## src/rtl/ram_seq_reader_if.sv

```systemverilog
// ram_seq_reader_if: command, RAM read port and result bundle
// for the sequential RAM read/check engine.
interface ram_seq_reader_if #(
    parameter int ADDR_W = 8,
    parameter int DATA_W = 8
);
    logic              start;
    logic [ADDR_W-1:0] base_addr;
    logic [ADDR_W:0]   length;
    logic [ADDR_W-1:0] rdaddress;
    logic [DATA_W-1:0] q;
    logic [DATA_W-1:0] dout;
    logic              dout_valid;
    logic              busy;
    logic              done;
    logic [ADDR_W:0]   err_cnt;
    logic              pass;

    // system side: issues commands, owns the RAM
    modport master (
        output start, base_addr, length, q,
        input  rdaddress, dout, dout_valid, busy, done, err_cnt, pass
    );

    // reader engine side
    modport slave (
        input  start, base_addr, length, q,
        output rdaddress, dout, dout_valid, busy, done, err_cnt, pass
    );
endinterface

```

## src/rtl/ram_seq_reader.sv

```systemverilog
// ram_seq_reader: reads a wrapping address window from a RAM,
// streams the words and checks them against the word==address pattern.
module ram_seq_reader #(
    parameter int ADDR_W   = 8,
    parameter int DATA_W   = 8,
    parameter int RD_LAT   = 2,
    parameter bit CHECK_EN = 1'b1
) (
    input  logic         clk,
    input  logic         rst_n,
    ram_seq_reader_if.slave bus
);
    localparam int EW = (ADDR_W > DATA_W) ? ADDR_W : DATA_W;

    typedef enum logic [1:0] {IDLE, READ, DRAIN, DONE} state_t;

    state_t            state, state_nxt;
    logic [ADDR_W-1:0] base_q;
    logic [ADDR_W:0]   len_q;
    logic [ADDR_W:0]   cnt;
    logic [ADDR_W-1:0] rd_addr;
    logic [RD_LAT-1:0] tag_v;
    logic [DATA_W-1:0] tag_e [RD_LAT];
    logic [DATA_W-1:0] dout_q;
    logic              dv_q;
    logic [ADDR_W:0]   err_q;
    logic              pass_q;
    logic [EW-1:0]     addr_ext;
    logic [DATA_W-1:0] exp_word;
    logic              accept;
    logic              last_issue;
    logic              head_v;
    logic              mismatch;

    assign accept     = (state == IDLE) && bus.start;
    assign last_issue = (state == READ) && (cnt == len_q);
    assign head_v     = tag_v[RD_LAT-1];
    assign addr_ext   = EW'(rd_addr);
    assign exp_word   = addr_ext[DATA_W-1:0];
    assign mismatch   = CHECK_EN && head_v
                        && (bus.q != tag_e[RD_LAT-1]);

    // state register
    always_ff @(posedge clk or negedge rst_n) begin
        if (!rst_n) state <= IDLE;
        else        state <= state_nxt;
    end

    // next-state logic
    always_comb begin
        state_nxt = state;
        unique case (state)
            IDLE:  if (bus.start)
                       state_nxt = (bus.length == '0) ? DONE : READ;
            READ:  if (cnt == len_q) state_nxt = DRAIN;
            DRAIN: if (tag_v == '0) state_nxt = DONE;
            DONE:  state_nxt = IDLE;
            default: state_nxt = IDLE;
        endcase
    end

    // state-decoded outputs
    always_comb begin
        bus.busy = (state != IDLE);
        bus.done = (state == DONE);
        bus.pass = (state == DONE) ? (err_q == '0) : pass_q;
    end

    // address issue, latency tag pipeline, output and error datapath
    always_ff @(posedge clk or negedge rst_n) begin
        if (!rst_n) begin
            base_q  <= '0;
            len_q   <= '0;
            cnt     <= '0;
            rd_addr <= '0;
            tag_v   <= '0;
            for (int i = 0; i < RD_LAT; i++) tag_e[i] <= '0;
            dout_q  <= '0;
            dv_q    <= 1'b0;
            err_q   <= '0;
            pass_q  <= 1'b0;
        end else begin
            if (accept) begin
                base_q  <= bus.base_addr;
                len_q   <= bus.length;
                cnt     <= {{ADDR_W{1'b0}}, 1'b1};
                rd_addr <= (bus.length == '0) ? '0 : bus.base_addr;
            end else if (state == READ && !last_issue) begin
                rd_addr <= base_q + cnt[ADDR_W-1:0];
                cnt     <= cnt + 1'b1;
            end else begin
                rd_addr <= '0;
            end

            tag_v[0] <= (state == READ);
            tag_e[0] <= exp_word;
            for (int i = 1; i < RD_LAT; i++) begin
                tag_v[i] <= tag_v[i-1];
                tag_e[i] <= tag_e[i-1];
            end

            dv_q <= head_v;
            if (head_v) dout_q <= bus.q;

            if (accept)
                err_q <= '0;
            else if (mismatch && err_q != '1)
                err_q <= err_q + 1'b1;

            if (accept)
                pass_q <= 1'b0;
            else if (state == DONE)
                pass_q <= (err_q == '0);
        end
    end

    assign bus.rdaddress  = rd_addr;
    assign bus.dout       = dout_q;
    assign bus.dout_valid = dv_q;
    assign bus.err_cnt    = err_q;
endmodule

```

## src/flat_wrapper.sv

```systemverilog
// flat-port wrapper written by rule: the top's interface ports become plain ports
module ram_seq_reader_flat 
#(
    parameter int ADDR_W   = 8,
    parameter int DATA_W   = 8,
    parameter int RD_LAT   = 2,
    parameter bit CHECK_EN = 1'b1
)
  (clk, rst_n, bus_start, bus_base_addr, bus_length, bus_q, bus_rdaddress, bus_dout, bus_dout_valid, bus_busy, bus_done, bus_err_cnt, bus_pass);
  ram_seq_reader_if #(.ADDR_W(ADDR_W), .DATA_W(DATA_W)) bus_i ();
  input  logic clk;
  input  logic rst_n;
  input wire logic [$bits(bus_i.start)-1:0] bus_start;
  input wire logic [$bits(bus_i.base_addr)-1:0] bus_base_addr;
  input wire logic [$bits(bus_i.length)-1:0] bus_length;
  input wire logic [$bits(bus_i.q)-1:0] bus_q;
  output wire logic [$bits(bus_i.rdaddress)-1:0] bus_rdaddress;
  output wire logic [$bits(bus_i.dout)-1:0] bus_dout;
  output wire logic [$bits(bus_i.dout_valid)-1:0] bus_dout_valid;
  output wire logic [$bits(bus_i.busy)-1:0] bus_busy;
  output wire logic [$bits(bus_i.done)-1:0] bus_done;
  output wire logic [$bits(bus_i.err_cnt)-1:0] bus_err_cnt;
  output wire logic [$bits(bus_i.pass)-1:0] bus_pass;
  assign bus_i.start = bus_start;
  assign bus_i.base_addr = bus_base_addr;
  assign bus_i.length = bus_length;
  assign bus_i.q = bus_q;
  assign bus_rdaddress = bus_i.rdaddress;
  assign bus_dout = bus_i.dout;
  assign bus_dout_valid = bus_i.dout_valid;
  assign bus_busy = bus_i.busy;
  assign bus_done = bus_i.done;
  assign bus_err_cnt = bus_i.err_cnt;
  assign bus_pass = bus_i.pass;
  ram_seq_reader #(.ADDR_W(ADDR_W), .DATA_W(DATA_W), .RD_LAT(RD_LAT), .CHECK_EN(CHECK_EN)) u_core (.clk(clk), .rst_n(rst_n), .bus(bus_i));
endmodule
```

## config.mk

```make
export PLATFORM = sky130hd
export DESIGN_NAME = ram_seq_reader_flat
export DESIGN_NICKNAME = d
export VERILOG_FILES = /design/src/rtl/ram_seq_reader_if.sv /design/src/rtl/ram_seq_reader.sv /design/src/flat_wrapper.sv
export SDC_FILE = /design/constraint.sdc
export NUM_CORES = 1
export LEC_CHECK = 0
export CORE_MARGIN = 2
export CORE_UTILIZATION = 25
export CTS_BUF_LIST = sky130_fd_sc_hd__clkbuf_16
export DETAILED_ROUTE_END_ITERATION = 8
export PLACE_DENSITY_LB_ADDON = 0.15
export SLEW_MARGIN = 15
export SYNTH_ARGS = -nofsm -noshare
export SYNTH_HDL_FRONTEND = slang
export SYNTH_SLANG_ARGS = --single-unit
```

## constraint.sdc

```tcl
create_clock -name clk -period 2.6 [get_ports clk]
set_clock_uncertainty 0.05 [all_clocks]
set_input_delay 0.65 -clock clk [delete_from_list [all_inputs] [get_ports clk]]
set_output_delay 0.65 -clock clk [all_outputs]
set_load 0.02 [all_outputs]
```

Word-level counts from Yosys, hierarchy flattened. Index checks and enable logic that the tools add are counted.

Word-level logic and storage cells: 52. Output and inout bits: 29. Register bits: 73. Input port bits: 28.

Add/subtract/negate cells: 3. Muxes and demuxes: 14. Reduce and logical (&&, ||, !) cells: 14. Eq/ne operators: 9.

Operator list (number): 9-bit 2-to-1 mux (4); 8-bit 2-to-1 mux (3); 9-bit by 1-bit adder with 9-bit output, second input constant (2); 9-bit logical NOT (2); 9-bit equality test (1); 9-bit inequality test, second input constant (1); 8-bit adder (1); 2-bit 2-to-1 mux (4); 8-bit inequality test (1); 2-bit case mux with 4 select lines (1); 2-bit nonzero test (3); 1-bit logical AND (5); 2-bit equality test, second input constant (2); 2-bit logical NOT (2); 2-bit inequality test, second input constant (2); 3-bit AND reduction (1); 2-bit by 1-bit equality test with 1-bit output, second input constant (1); 1-bit 2-to-1 mux (2); 2-bit by 1-bit inequality test with 1-bit output, second input constant (1); 1-bit logical NOT (1).

Logic depth before layout (Yosys ltp).
Depth in word-level cells: 6. Gate-level depth with buffers: 8. Gate-level depth less buffers: 8.

Worst setup path before layout. Ideal clock, no wire load.

Path kind: register -> register. From: reg u_core.err_q[2] (netlist: u_core.bus.err_cnt[2]). To: reg u_core.err_q[5] (netlist: u_core.bus.err_cnt[5]). Period minus slack after synthesis: 2.275 ns. Path slack: 0.325 ns. Library setup time: 0.124 ns. Data required time: 2.426 ns. Data arrival time: 2.102 ns. Stages on the path, launching flop included: 9. Path buffers: 0. Cells stage by stage: dfrtp_1 and3_1 and3_1 and3_1 ha_1 nand2b_1 a21oi_1 nand3_1 mux2i_1.

Word-level cells in the longest chain between the ends: 3. Elaborated cells between the ends (all ways): 6. Classes of those cells: 1 x add/sub; 1 x eq/ne; 2 x mux; 2 x reduce/logical.

Ends and longest elaborated chain: start: declaration (line ram_seq_reader.sv:26) `logic [ADDR_W:0] err_q;`; start signal: assignment (line ram_seq_reader.sv:108) `err_q <= err_q + 1'b1;`; 9-bit by 1-bit adder with 9-bit output / 9-bit inequality test (equally long branches) (line ram_seq_reader.sv:108, ram_seq_reader.sv:107); 9-bit 2-to-1 mux / 1-bit logical AND (equally long branches) (line ram_seq_reader.sv:107) `else if (mismatch && err_q != '1)`; 9-bit 2-to-1 mux / 2-bit nonzero test (equally long branches).

Parallel ways exist; a longest one is shown, timed or not. The select of a mux whose other input is x is not followed. A chain may end at the register's enable or synchronous reset.

Worst setup path in the final report.
From: reg u_core.err_q[3] (netlist: u_core.bus.err_cnt[3]). To: reg u_core.err_q[5] (netlist: u_core.bus.err_cnt[5]).

The elaborated chain is that of the path after synthesis.

==> metrics.md <==
| Metric | Value |
|---|---|
| Die height | `121 um` |
| Number of routed nets with antenna violations | `0` |
| Most frequent cells in the layout | `dfrtp_1, nand2_1, clkdlybuf4s50_1` |
| Slowest CP cell | `a21oi_1` |
| Primary FF master, synth | `dfrtp_1` |
| Crit-path cells | `and3_1 > and3_1 > and3_1 > ha_1 > nand2b_1 > a21oi_1 > nand3_1 > mux2i_1` |
| Average size of a mapped cell | `10.9 um2` |
| Lkg Pwr | `2.11 nW` |
| Synth area leaders | `dfrtp_1, nand2_1, ha_1` |
| Share of the synthesized area in the top cell type | `53.6%` |
| Wire length per cell | `13.4 um` |
| Critical path launch point type | `flop` |
| Placed Area | `4270 um2` |
| Die Area | `14,600 um2` |
| Fill count | `1,364` |
| Switching share of power | `36.2%` |
| Leading cell type in the layout, fill and taps excluded | `dfrtp_1` |
| IO Port Bufs | `56` |
| Via density | `4.38` |
| Worst Tran Pin Value | `0.612 ns` |
| Sw power | `1.87 mW` |
| Final hold violation count | `0` |
| CTS Buffer Depth | `2` |
| Net count after synthesis | `357` |
| CTS tree | `done` |
| Core area | `13,300 um2` |
| Hold Slack | `0.292 ns` |
| Fin crit period | `2.44 ns` |
| GRT Max-Usage Layer | `met2` |
| Fin area | `4580 um2` |
| Initial Util | `25.6%` |
| Final Power | `5.17 mW` |
| Data required, critical path | `2.77 ns` |
| Drt pass-1 iters | `4` |
| Via count | `2,473` |
| Initial antenna violation count | `0` |
| NumNets Final | `429` |
| Share of post-route cells with drive strength above 1 | `12.6%` |
| Sequential share of the synthesized area | `53.6%` |
| Clock H-tree levels | `3` |
| Pwr/cell area | `1130 nW/um2` |
| Clock power frac | `23.9%` |
| Die W | `121 um` |
| Clk sinks | `73` |
| Largest net degree at the start of global routing | `74` |
| Io pins | `57` |
| Total Routing Usage GR | `11.3%` |
| Fraction of registers with async set/reset | `100%` |
| Critical path capture point type | `flop` |
| Initial DRC Count | `140` |
| Critical path fanouts, max | `6` |
| Outcome | `completed` |
| WS Path Type | `reg -> reg` |
| MaxCap Viol Count | `0` |
| Met1 usage | `14.8%` |
| EDFF count, synth | `0` |
| Clk slew on worst S/H paths | `0.06 ns` |
| Antenna Cells | `0` |
| Most used cell, CP | `and3_1` |
| GR Util met2 | `17.3%` |
| DP HPWL | `5420 um` |
| Sequential power share | `34.8%` |
| Area Overhead vs Synth | `34.4%` |
| Worst skew pair latency | `0.34 ns` |
| Post-route DRC violation count | `0` |
| Synth Instances | `312` |
| Setup violators final | `0` |
| Peak Freq | `410 MHz` |
| Worst EP arrival | `2.61 ns` |
| GPL Wtd Cong | `0.788` |
| First-pass GRT wire length | `12,800 um` |
| RSZ-0062 raised after global routing | `no` |
| Synthesis Warnings | `0` |
| Logic gate share of total power | `41.3%` |
| Grt ovf | `0` |
| Routed wire length | `7580 um` |
| Rel. slew slack | `59.2%` |
| Final worst-path cycle share | `93.8%` |
| Max VDD drop | `0.000293 V` |
| Worst hold path class | `reg -> reg` |
| Cts hold-fix bufs | `0` |
| Final Util | `34.5%` |
| Cell taking the most area after synthesis | `dfrtp_1` |
| Slew Viols, Final | `0` |
| Mapped Area | `3410 um2` |
| Synth cell types | `43` |
| Cell-internal power | `3.30 mW` |
| Crit-path max cell delay | `0.51 ns` |
| Vias in the first global route | `2,551` |
| Total CTS buffers | `9` |
| Row count | `42` |
| Flops & latches, synth | `73` |
| GR Layer Usage met3 | `4.10%` |
| Root buffer cell | `clkbuf_16` |
state kept, by name (all words and copies together) (netlist names):
signal                 cells
u_core.base_q              8
u_core.tag_v               2
u_core.len_q               9
u_core.pass_q              1
u_core.tag_e              16
u_core.bus.err_cnt         9
u_core.state               2
u_core.bus.dout_valid      1
u_core.bus.rdaddress       8
u_core.cnt                 9
u_core.bus.dout            8
what timing repair did:
item	4_1_cts	5_1_grt
endpoints found under the hold margin	0	0
gates cloned	0	0
setup buffers	0	0
endpoints found under the setup margin	1	1
resized for setup	1	2
metrics by stage:
step / TNS [ns] / setup slack, ns / instances
6_report: 0 / 0.162 / 565
5_1_grt: 0 / 0.00289 / 565
4_1_cts: 0 / 0.0179 / 565
3_5_place_dp: -0.0223 / -0.0223 / 549
3_3_place_gp: 0 / 0.0142 / 549
2_1_floorplan: 0 / 0.325 / 312
power by group through the flow:
stage	Combinational, mW	Sequential, mW	Clock, mW
finish	2.13	1.80	1.23
global route	2.40	1.86	1.33
CTS	2.18	1.81	1.28
detailed placement	2.17	1.83	0
global placement	2.16	1.82	0
floorplan	1.19	1.97	0
per-layer routing:
layer | share of wire [%] | routed length, um
met5 | 0 | 0
met3 | 5.4 | 413
met4 | 1.3 | 102
met1 | 47 | 3550
met2 | 46 | 3510
area by class of cell:
cell class	count	area (um2)	area share, %
Timing Repair Buffer	72	699	15.3
Tap cell	176	220	4.81
Sequential cell	73	1830	39.9
Multi-Input combinational cell	218	1500	32.8
Clock inverter	7	71.3	1.56
Clock buffer	9	225	4.92
Inverter	10	37.5	0.819
critical path: cells and delay by family (launching register included):
kind,cells,cell delay (ns)
AND/OR/NAND/NOR,5,1.00
AO/OA/AOI/OAI,1,0.51
flip-flops,1,0.45
adder cells (fa/ha/maj),1,0.17
multiplexers,1,0.15
kinds of logic (layout without fill, tap and decap cells):
kind of cell	Yosys count	count (layout)	synth area share [%]
xor+xnor	31	31	8.19
compound gates	47	47	9.40
flops	73	73	53.6
mux	13	13	4.11
simple gates	110	110	15.5
fa+ha+maj	17	17	6.46
buf+inv	21	98	2.75
cells in the mapped netlist, drive strengths merged (4+ instances only):
library cell,n
mux2,8
xor2,21
buf,6
mux2i,5
xnor2,10
o32ai,6
ha,16
nand2,63
o21ai,7
dfrtp,73
nand2b,4
a21oi,11
clkbuf,5
nor4,6
inv,10
nor2,11
a211oi,5
and3,4
nand3,8
worst paths after layout:
check	startpoint	to	slack (ns)	depth (start not counted)
worst min-delay path	u_core.tag_e[13]	u_core.tag_e[5]	0.29	0
max in group asynchronous	rst_n	u_core.len_q[7]	1.90	2
min in group asynchronous	rst_n	u_core.bus.dout[0]	0.30	2
worst min register to register	u_core.tag_e[13]	u_core.tag_e[5]	0.29	0
worst max-delay path	u_core.bus.err_cnt[3]	u_core.bus.err_cnt[5]	0.16	8
worst max register to register	u_core.bus.err_cnt[3]	u_core.bus.err_cnt[5]	0.16	8
Note: power is estimated with default switching activity, not from simulation.
